[src/rtl/pipe_addsub.sv]
// Pipelined add/sub with optional signed saturation. The carry chain is cut into
// STAGES equal slices, one slice resolved per stage, with valid/ready flow control.
module pipe_addsub #(
  parameter int WIDTH  = 16,
  parameter int STAGES = 2
) (
  input  logic             clk,
  input  logic             rst_n,
  input  logic             in_valid,
  output logic             in_ready,
  input  logic [WIDTH-1:0] a,
  input  logic [WIDTH-1:0] b,
  input  logic [1:0]       op,
  output logic             out_valid,
  input  logic             out_ready,
  output logic [WIDTH-1:0] s,
  output logic             cout,
  output logic             N,
  output logic             V,
  output logic             Z
);

  localparam int SL = WIDTH / STAGES;

  logic [STAGES-1:0] vld_q, vld_d, ld, take;
  logic              en_q, en_d;
  logic [WIDTH-1:0]  s_q, s_d;
  logic              cout_q, cout_d, n_q, n_d, v_q, v_d, z_q, z_d;

  // Stage i may load when some stage at or after i is empty, or the tail drains.
  always_comb begin
    ld    = '0;
    take  = '0;
    vld_d = vld_q;
    en_d  = 1'b1;
    for (int i = 0; i < STAGES; i++) begin
      ld[i] = out_ready || ((vld_q >> i) != ({STAGES{1'b1}} >> i));
    end
    in_ready = en_q && ld[0];
    take[0]  = in_valid && in_ready;
    for (int i = 1; i < STAGES; i++) begin
      take[i] = ld[i] && vld_q[i-1];
    end
    for (int i = 0; i < STAGES; i++) begin
      if (ld[i]) vld_d[i] = take[i];
    end
  end

  always_ff @(posedge clk or negedge rst_n) begin
    if (!rst_n) begin
      vld_q <= '0;
      en_q  <= 1'b0;
    end else begin
      vld_q <= vld_d;
      en_q  <= en_d;
    end
  end

  for (genvar k = 0; k < STAGES; k++) begin : g_stg
    localparam int LO = k * SL;
    localparam int HI = LO + SL - 1;

    logic [SL-1:0] a_sl, b_sl;
    logic [HI:0]   raw;
    logic          c_in, sat_in;
    logic [SL:0]   part;

    if (k == 0) begin : g_src
      assign a_sl   = a[HI:0];
      assign b_sl   = op[0] ? ~b[HI:0] : b[HI:0];
      assign c_in   = op[0];
      assign sat_in = op[1];
      assign raw    = part[SL-1:0];
    end else begin : g_src
      assign a_sl   = g_stg[k-1].g_mid.au_q[HI:LO];
      assign b_sl   = g_stg[k-1].g_mid.bu_q[HI:LO];
      assign c_in   = g_stg[k-1].g_mid.c_q;
      assign sat_in = g_stg[k-1].g_mid.sat_q;
      assign raw    = {part[SL-1:0], g_stg[k-1].g_mid.sum_q};
    end

    assign part = {1'b0, a_sl} + {1'b0, b_sl} + {{SL{1'b0}}, c_in};

    if (k < STAGES - 1) begin : g_mid
      logic [HI:0]         sum_q, sum_d;
      logic [WIDTH-1:HI+1] au_q, au_d, bu_q, bu_d, au_in, bu_in;
      logic                c_q, c_d, sat_q, sat_d;

      // Upper operand slices (b already conditioned) travel with the partial sum.
      if (k == 0) begin : g_up
        assign au_in = a[WIDTH-1:HI+1];
        assign bu_in = op[0] ? ~b[WIDTH-1:HI+1] : b[WIDTH-1:HI+1];
      end else begin : g_up
        assign au_in = g_stg[k-1].g_mid.au_q[WIDTH-1:HI+1];
        assign bu_in = g_stg[k-1].g_mid.bu_q[WIDTH-1:HI+1];
      end

      always_comb begin
        sum_d = sum_q;
        au_d  = au_q;
        bu_d  = bu_q;
        c_d   = c_q;
        sat_d = sat_q;
        if (take[k]) begin
          sum_d = raw;
          au_d  = au_in;
          bu_d  = bu_in;
          c_d   = part[SL];
          sat_d = sat_in;
        end
      end

      always_ff @(posedge clk or negedge rst_n) begin
        if (!rst_n) begin
          sum_q <= '0;
          au_q  <= '0;
          bu_q  <= '0;
          c_q   <= 1'b0;
          sat_q <= 1'b0;
        end else begin
          sum_q <= sum_d;
          au_q  <= au_d;
          bu_q  <= bu_d;
          c_q   <= c_d;
          sat_q <= sat_d;
        end
      end
    end else begin : g_last
      logic             v_new;
      logic [WIDTH-1:0] s_new;

      // Output registers only load on a real beat so they hold through bubbles.
      always_comb begin
        v_new = (a_sl[SL-1] == b_sl[SL-1]) && (raw[WIDTH-1] != a_sl[SL-1]);
        s_new = raw;
        if (sat_in && v_new) begin
          s_new = a_sl[SL-1] ? {1'b1, {(WIDTH-1){1'b0}}} : {1'b0, {(WIDTH-1){1'b1}}};
        end
        s_d    = s_q;
        cout_d = cout_q;
        n_d    = n_q;
        v_d    = v_q;
        z_d    = z_q;
        if (take[k]) begin
          s_d    = s_new;
          cout_d = part[SL];
          n_d    = s_new[WIDTH-1];
          v_d    = v_new;
          z_d    = (s_new == '0);
        end
      end

      always_ff @(posedge clk or negedge rst_n) begin
        if (!rst_n) begin
          s_q    <= '0;
          cout_q <= 1'b0;
          n_q    <= 1'b0;
          v_q    <= 1'b0;
          z_q    <= 1'b0;
        end else begin
          s_q    <= s_d;
          cout_q <= cout_d;
          n_q    <= n_d;
          v_q    <= v_d;
          z_q    <= z_d;
        end
      end
    end
  end

  assign out_valid = vld_q[STAGES-1];
  assign s         = s_q;
  assign cout      = cout_q;
  assign N         = n_q;
  assign V         = v_q;
  assign Z         = z_q;

endmodule
[config.mk]
export PLATFORM = sky130hd
export DESIGN_NAME = pipe_addsub
export DESIGN_NICKNAME = d
export VERILOG_FILES = /design/src/rtl/pipe_addsub.sv
export SDC_FILE = /design/constraint.sdc
export NUM_CORES = 1
export LEC_CHECK = 0
export BUFFER_PORTS_ARGS = -buffer_cell sky130_fd_sc_hd__buf_2
export CAP_MARGIN = 20
export CORE_MARGIN = 5
export CORE_UTILIZATION = 55
export DETAILED_ROUTE_END_ITERATION = 8
export HOLD_SLACK_MARGIN = 0.15
export PLACE_DENSITY = 0.82
export SYNTH_ARGS = -nofsm -noshare
export SYNTH_HDL_FRONTEND = slang
export SYNTH_SLANG_ARGS = --single-unit
[constraint.sdc]
create_clock -name clk -period 4.65 [get_ports clk]
set_input_delay 0.93 -clock clk [delete_from_list [all_inputs] [get_ports clk]]
set_output_delay 0.93 -clock clk [all_outputs]
set_load 0.02 [all_outputs]
==> results of run 1 <==
## power by group through the flow
| stage | registers [W] | logic (W) | clock network [W] |
|---|---|---|---|
| 2_1_floorplan | 0.000691 | 0.000354 | 0 |
| 3_3_place_gp | 0.000619 | 0.000584 | 0 |
| 3_5_place_dp | 0.000625 | 0.000598 | 0 |
| 4_1_cts | 0.000616 | 0.000605 | 0.000255 |
| 5_1_grt | 0.000633 | 0.000667 | 0.000276 |
| 6_report | 0.000615 | 0.000604 | 0.000255 |
## kinds of logic (layout without fill, tap and decap cells)
group	after synthesis	count (layout)	synth area share
buffers and inverters	16	75	0.0296
AOI/OAI and AO/OA	67	67	0.189
DFF	48	48	0.458
adders and majority gates	17	17	0.0898
xor gates and xnor gates	28	28	0.0965
and+or+nand+nor	47	47	0.0841
muxes	12	12	0.0511
other	1	1	0.00143
## worst reg2reg max path, stage by stage, from the launching register on
cell and delay [ns]:
dfrtp_1 0.40, fa_1 0.48, a211oi_2 0.29, o21ai_2 0.12
a31oi_4 0.27, xor2_2 0.14, o21ba_4 0.27, a221o_2 0.34
## flip-flops by register name, summed over array words and instances (netlist names)
signal             count
s                     16
g_stg.g_mid.au_q       8
g_stg.g_mid.bu_q       8
g_stg.g_mid.sum_q      8
vld_q                  2
V                      1
Z                      1
cout                   1
en_q                   1
g_stg.g_mid.c_q        1
g_stg.g_mid.sat_q      1
## through the flow
stage,cells,instance area (sq um)
4_1_cts,347,3030
5_1_grt,349,3050
3_3_place_gp,339,2930
2_1_floorplan,236,2620
3_5_place_dp,339,2930
6_report,349,3050
## cell type report
type / count / share of cell area
clock inverters: 1 / 0.00246
inverters: 5 / 0.00615
flip-flops and latches: 48 / 0.393
clock buffers: 7 / 0.0283
repair buffers: 62 / 0.108
multi-input cells: 172 / 0.439
well taps: 54 / 0.0221
## path summary, 6_finish.rpt
path | from | end | slack (ns) | cells after the start
worst min register to register | g_stg[0].g_mid.bu_q[15] | g_stg[0].g_mid.bu_q[15] | 0.50 | 2
max in group asynchronous | rst_n | g_stg[0].g_mid.au_q[15] | 3.56 | 2
worst max-delay path | op[0] | g_stg[0].g_mid.c_q | 1.86 | 9
worst min-delay path | g_stg[0].g_mid.bu_q[15] | g_stg[0].g_mid.bu_q[15] | 0.50 | 2
worst max register to register | g_stg[0].g_mid.au_q[8] | s[4] | 2.21 | 7
min in group asynchronous | rst_n | g_stg[0].g_mid.au_q[10] | 0.58 | 1
## Yosys cell counts, types with 2 or more instances
cell	n
a21o_1	5
dfrtp_1	48
inv_1	5
xor2_1	15
o31ai_1	2
ha_1	14
a221o_2	5
clkbuf_1	6
nand2b_1	3
xnor2_1	12
a21oi_1	10
o21bai_1	2
fa_1	3
nor2_1	8
a221o_1	10
mux2_2	11
buf_2	2
nand2_1	23
o21ai_0	22
nor3_1	3
or3_1	2
## metal layers
metal  up-vias  wire, microns  global-route usage
li1        967              -                   -
met1       851           2430               0.244
met2        55           2520               0.292
met3         4            272              0.0283
met4         0             31              0.0722
met5         -              0                   0
==> impl_results.md, run 1 <==
* Sequential Area at 1200 sq um
* Netlist area before placement at 2620 sq um
* Crit. End Element: flip-flop
* Crit share post-route at 0.599
* WP data required at 4.79 ns
* Normalized max-slew margin at 0.327
* Cts hold-fix bufs at 0
* Die span in y at 79.0 microns
* Full die area at 6240 sq um
* Gate power share at 0.410
* All-Layer GR Usage at 0.181
* Initial antenna violation count at 0
* Layout cell share with drive strength beyond 1 at 0.312
* Commonest non-fill, non-tap cells in the layout: buf_2, dfrtp_1, nand2_1
* Yosys reg bits at 48
* Synth Net Count at approximately 290
* Seq pwr share at 0.417
* DP HPWL at between 4000 and 5000 microns
* Pleak at 1.48 nW
* Power Density at 483 nW/um^2
* Largest stage delay on the critical path at ~0.4 ns
* Die Width at 79.0 microns
* Post-route DRC at 0
* Worst Path Max Fanout at 16
* Fillers at 363
* CTS Root Buffer Type: clkbuf_8
* Post-synthesis area per instance at roughly 11 sq um
* Fmax at 359 MHz
* Pin count of the biggest net entering global routing at 49
* Post-Route Setup TNS at 0 ns
* Synth Instances at roughly 240
* Fraction of registers with async set/reset at 1.00
* Clock group share of total power at 0.173
* Max H-tree Level at 2
* DRT iter0 DRCs at around 150
* Seq/Total Area, Yosys at 0.458
* Sink Count at 48
* Most common cell after layout, fill and taps aside: buf_2
* Post-synth EDFFs at 0
* Synth area leader: dfrtp_1
* Post-Route WL at roughly 5300 microns
* Top post-synthesis cells by area: dfrtp_1, ha_1, xor2_1, mux2_2, o21ai_0
* Final hold vios at 0
* Placer Congestion at 0.839
* Fin Clk Skew at a little under 0.009 ns
* Setup crit start kind: primary input
* PostCTS Resize Cnt at 0
* Post-synth top area share at 0.458
* Post-Place Setup Slack at ~1.6 ns
* Worst-skew pair later-pin latency at around 0.30 ns
* Vias/cell at 5.38
* Global-route wire length before repair at 8830 microns
* Drt pass-1 iters at 4
* Least-Margin Pin Slew at 1.01 ns
* Min setup slack post-route at 1.86 ns
* Core box area at 4660 sq um
* # diodes at 0
* Tmin final at around 2.8 ns
* Max-cap viol count at 0
* Clock-pin slew on the worst setup and hold paths at 0.08 ns
* Initial Util at 0.562
* Setup Fix Bufs, Post-CTS at 0
* Nets at 349
* Area Overhead vs Synth at 16.5%
* Crit-path slowest cell: fa_1
* Total number of yosys warnings at 0
* Slew Viols, Final at 0
* Vias post-DR at 1877
* # rows at 25
* Status: complete, no violations
* RSZ-0062 raised after global routing: no
* HP Class: flip-flop to flip-flop
* Antenna Nets Post-Route at 0
* Worst-path cell chain: buf_2 > mux2_2 > fa_1 > a21o_1 > a21oi_1 > o21ai_0 > a21o_1 > a21oi_1 > o21ai_0
* Arr. time, crit path at 2.93 ns
* Max Root-Sink Buffers at 2
* Grt total ovfl at 0
* IO Pins at 60
* Crit Path Category: primary input to flip-flop
* Vias in the first global route at 1929
* Worst path top cell family by delay: compound AO/OA/AOI/OAI gates
* Total power at around 0.0015 W
* Core Util, Final at 0.655
* CTS tree: done
* Hold slack at 0.502 ns
* Switch share at 0.378
* WP buf/inv at 1
* Number of port buffers at 59
* Most used flip-flop cell after synthesis: dfrtp_1
* Peak supply drop at 0.000177 V
* CTS Buf Count at 5
* Multi-input gate area at 1340 sq um
* Endpoints failing setup at 0
* Drt wl/cell at 15.0 microns
* Cell internal pwr at 0.000917 W
* P_sw at 0.000557 W
* Netlist cell types at 46
No activity file was read; power rests on OpenSTA's default activity.
==> run 2: changes to the inputs <==
Settings changed: CORE_UTILIZATION 55 to 54, PLACE_DENSITY 0.82 to 0.81.
Clock period 4.65 ns to 2.72 ns, I/O delays scaled along.
==> impl_results.md, run 2 (synthesis gave the netlist of run 1 again) <==
* Status: complete, no violations
* Max Root-Sink Buffers at 2
* Setup Fix Bufs, Post-CTS at 0
* Vias/cell at 5.26
* Least-Margin Pin Slew at about 0.58 ns
* Post-Route WL at 4950 microns
* Crit share post-route at 0.891
* Tmin final at 2.42 ns
* Initial Util at 0.555
* Total power at roughly 0.0024 W
* IO Pins at 60
* PostCTS Resize Cnt at 0
* Fmax at 413 MHz
* Arr. time, crit path at 2.60 ns
* Worst-skew pair later-pin latency at 0.29 ns
* CTS Buf Count at 5
* Endpoints failing setup at 0
* Full die area at 6340 sq um
* Flop2flop setup slack at 0.30 ns
* Post-Place Setup Slack at between 0.15 and 0.2 ns
* All-Layer GR Usage at 0.169
* Worst-case reg-to-reg path depth at 7
* DRT iter0 DRCs at 121
* Setup crit start kind: flip-flop
* Max-cap viol count at 0
* # diodes at 0
* Grt total ovfl at 0
* Core box area at 4720 sq um
* Die Width at around 80 microns
* CTS Root Buffer Type: clkbuf_8
* Normalized max-slew margin at 0.613
* Number of port buffers at 59
* Area Overhead vs Synth at 16.9%
* Power Density at between 700 and 800 nW/um^2
* Drt wl/cell at 13.6 microns
* Crit. End Element: flip-flop
* CTS tree: done
* Drt pass-1 iters at 4
* Vias post-DR at ~1900
* Sink Count at 48
* RSZ-0062 raised after global routing: no
* DP HPWL at 3970 microns
* Cts hold-fix bufs at 0
* Clock-pin slew on the worst setup and hold paths at 0.08 ns
* Placer Congestion at about 0.84
* Die span in y at 79.7 microns
* RR Endpoint: s[3]
* Slew Viols, Final at 0
* Layout cell share with drive strength beyond 1 at 0.316
* Fillers at 393
* Pleak at 1.48 nW
* Most common cell after layout, fill and taps aside: buf_2
* Initial antenna violation count at 0
* Vias in the first global route at 1838
* Max H-tree Level at 2
* Crit Path Category: flip-flop to flip-flop
* Min setup slack post-route at 0.297 ns
* Post-route DRC at 0
* Antenna Nets Post-Route at 0
* Fin Clk Skew at 0.00762 ns
* Post-Route Setup TNS at 0 ns
* Sequential Area at 1200 sq um
* Max FFs per register at 16
* Worst Path Max Fanout at 15
* Multi-input gate area at 1340 sq um
* HP Class: primary input to asynchronous set/reset pin
* # rows at 25
* Nets at 352
* Final hold vios at 0
* R2R Path Start: g_stg[0].g_mid.au_q[8]
* WP data required at 2.90 ns
* Pin count of the biggest net entering global routing at between 40 and 50
* Peak supply drop at 0.000289 V
* Commonest non-fill, non-tap cells in the layout: buf_2, dfrtp_1, nand2_1
* Global-route wire length before repair at 8540 microns
-- run 2: cell count changes in the layout (fill, tap and decap cells not counted), sizes merged --
| cell | change |
|---|---|
| clkinvlp | -1 |
| clkinv | +1 |
| buf | +3 |
| clkbuf | -1 |
-- run 2: critical path, stage by stage (launching register included) --
cell and delay [ns]:
dfrtp_1 0.40, fa_1 0.48, a211oi_2 0.30, o21ai_2 0.12
a31oi_4 0.27, xor2_2 0.13, o21ba_4 0.27, a221o_2 0.34
-- run 2: metrics by stage --
stage | instance area (sq um) | hold WS [ns] | util | instances
after CTS | 3060 | 0.352 | 0.647 | 363
final | 3060 | 0.324 | 0.648 | 364
after global routing | 3060 | 0.373 | 0.648 | 364
after detailed placement | 2980 | 0.471 | 0.630 | 356
after global placement | 2980 | 0.470 | 0.630 | 356
after floorplan | 2620 | 0.248 | - | 236
-- run 2: power breakdown --
part / switching [W] / internal (W) / leakage [nW]
clock: 0.000208 / 0.000175 / 0.0410
sequential: 0.000134 / 0.000913 / 0.591
combinational: 0.000570 / 0.000448 / 0.853
total: 0.000912 / 0.00154 / 1.48
-- run 2: layout make-up --
cell class	count	share of cell area
clock inverters	1	0.00163
inverters	5	0.00613
well taps	67	0.0274
repair buffers	65	0.111
flip-flops and latches	48	0.392
clock buffers	6	0.0237
multi-input cells	172	0.438
-- run 2: layer usage --
metal / vias up / global-route usage / share of wire
li1: 971 / - / -
met1: 882 / 0.241 / 0.46
met2: 55 / 0.260 / 0.46
met3: 7 / 0.0282 / 0.059
met4: 0 / 0.0567 / 0.018
met5: - / 0 / 0
-- run 2: worst max path at each step --
stage,from,end,slack [ns],cells past startpoint
floorplan,op[0],g_stg[0].g_mid.c_q,0.18,10
global placement,b[0],g_stg[0].g_mid.c_q,0.26,9
detailed placement,b[0],g_stg[0].g_mid.c_q,0.18,9
CTS,g_stg[0].g_mid.au_q[8],s[3],0.28,7
global route,g_stg[0].g_mid.au_q[8],Z,0.15,9
finish,g_stg[0].g_mid.au_q[8],s[3],0.30,7
==> run 3: changes to the inputs <==
Settings changed: CORE_UTILIZATION 54 to 51, CTS_CLUSTER_DIAMETER set to 50, PLACE_DENSITY 0.81 to 0.77.
==> impl_results.md, run 3 (synthesis gave the netlist of run 1 again) <==
* Vias post-DR at 1916
* Sequential Area at 1200 sq um
* Global-route wire length before repair at approximately 8800 microns
* Antenna Nets Post-Route at 0
* Max-cap viol count at 0
* Worst-skew pair later-pin latency at around 0.30 ns
* Initial antenna violation count at 0
* CTS Buf Count at 5
* Largest stage delay on the critical path at 0.48 ns
* RSZ-0062 raised after global routing: no
* Vias in the first global route at 1844
* Post-Place Setup Slack at ~0.23 ns
* Peak supply drop at between 0.0003 and 0.0004 V
* Full die area at 6670 sq um
* Sink Count at 48
* Flop2flop setup slack at 0.30 ns
* Number of port buffers at 59
* Area Overhead vs Synth at 18.4%
* Max H-tree Level at 2
* Min setup slack post-route at 0.300 ns
* Max FFs per register at 16
* Status: complete, no violations
* Crit Path Category: flip-flop to flip-flop
* Most used cell, CP: fa_1
* CTS tree: done
* Initial Util at 0.520
* Multi-input gate area at 1340 sq um
* Worst-path cell chain: fa_1 > inv_1 > fa_1 > nor2b_1 > o311ai_0 > a21oi_1 > xor2_1 > o22ai_1 > a32o_1
* WP buf/inv at 1
* Total power at 0.00255 W
* Post-route DRC at 0
* Setup Fix Bufs, Post-CTS at 0
* Power Density at 823 nW/um^2
* Fmax at roughly 410 MHz
* Worst path top cell family by delay: compound AO/OA/AOI/OAI gates
* Crit share post-route at 0.890
* Post-Route Setup TNS at 0 ns
* Placer Congestion at ~0.8
* Setup crit start kind: flip-flop
* HP Class: primary input to asynchronous set/reset pin
* # rows at 26
* Pin count of the biggest net entering global routing at 27
* Die Width at 81.7 microns
* Cts hold-fix bufs at 0
* Max Root-Sink Buffers at 2
* Final hold vios at 0
* PostCTS Resize Cnt at 0
* CTS Root Buffer Type: clkbuf_8
* Core box area at 5040 sq um
* Crit-path slowest cell: fa_1
* IO Pins at 60
* Clock-pin slew on the worst setup and hold paths at about 0.080 ns
* Tmin final at 2.42 ns
* Die span in y at 81.7 microns
* DRT iter0 DRCs at around 140
* Core Util, Final at 0.615
* Arr. time, crit path at 2.60 ns
* Post-Route WL at 5030 microns
* Endpoints failing setup at 0
* Crit. End Element: flip-flop
* Fillers at between 400 and 500
* DP HPWL at ~4200 microns
* Least-Margin Pin Slew at 0.612 ns
* Fin Clk Skew at 0.00747 ns
* Grt total ovfl at 0
* Nets at 354
* Layout cell share with drive strength beyond 1 at 0.322
* Worst Path Max Fanout at 2
* Commonest non-fill, non-tap cells in the layout: buf_2, dfrtp_1, nand2_1
* All-Layer GR Usage at 0.172
* Normalized max-slew margin at 0.591
* WP data required at ~2.9 ns
* Most common cell after layout, fill and taps aside: buf_2
* # diodes at 0
* Pleak at 1.50 nW
* Slew Viols, Final at 0
* Drt pass-1 iters at 4
* Drt wl/cell at between 10 and 15 microns
* Vias/cell at approximately 5.2
-- run 3: worst paths after layout --
| path | start | endpoint | cells past startpoint |
|---|---|---|---|
| worst min register to register | g_stg[0].g_mid.bu_q[11] | g_stg[0].g_mid.bu_q[11] | 2 |
| worst min-delay path | rst_n | g_stg[0].g_mid.au_q[13] | 1 |
| min in group clk | a[10] | g_stg[0].g_mid.au_q[10] | 2 |
| worst max register to register | g_stg[0].g_mid.au_q[8] | Z | 9 |
| worst max-delay path | g_stg[0].g_mid.au_q[8] | Z | 9 |
| max in group asynchronous | rst_n | g_stg[0].g_mid.sum_q[0] | 2 |
-- run 3: area by class of cell --
| cell class | count | share of cell area |
|---|---|---|
| inverters | 5 | 0.00605 |
| well taps | 70 | 0.0282 |
| flip-flops and latches | 48 | 0.387 |
| repair buffers | 67 | 0.115 |
| clock inverters | 1 | 0.00968 |
| clock buffers | 5 | 0.0222 |
| multi-input cells | 172 | 0.432 |
-- run 3: metrics by stage --
stage / area [sq um] / hold WS (ns) / instances
floorplan: 2620 / 0.248 / 236
global placement: 3000 / 0.472 / 361
detailed placement: 3000 / 0.476 / 361
CTS: 3100 / 0.240 / 367
global route: 3100 / 0.268 / 368
finish: 3100 / 0.223 / 368
-- run 3: per-layer routing --
metal / global-route usage / wire, microns / up-vias
met5: 0 / 0 / -
met3: 0.0296 / 289 / 9
met2: 0.268 / 2260 / 52
li1: - / - / 972
met1: 0.238 / 2370 / 883
met4: 0.0698 / 106 / 0
-- run 3: power by group --
part           total, W  internal, W  switching, W
clock          0.000478     0.000264      0.000215
sequential      0.00105     0.000913      0.000139
combinational   0.00102     0.000451      0.000572
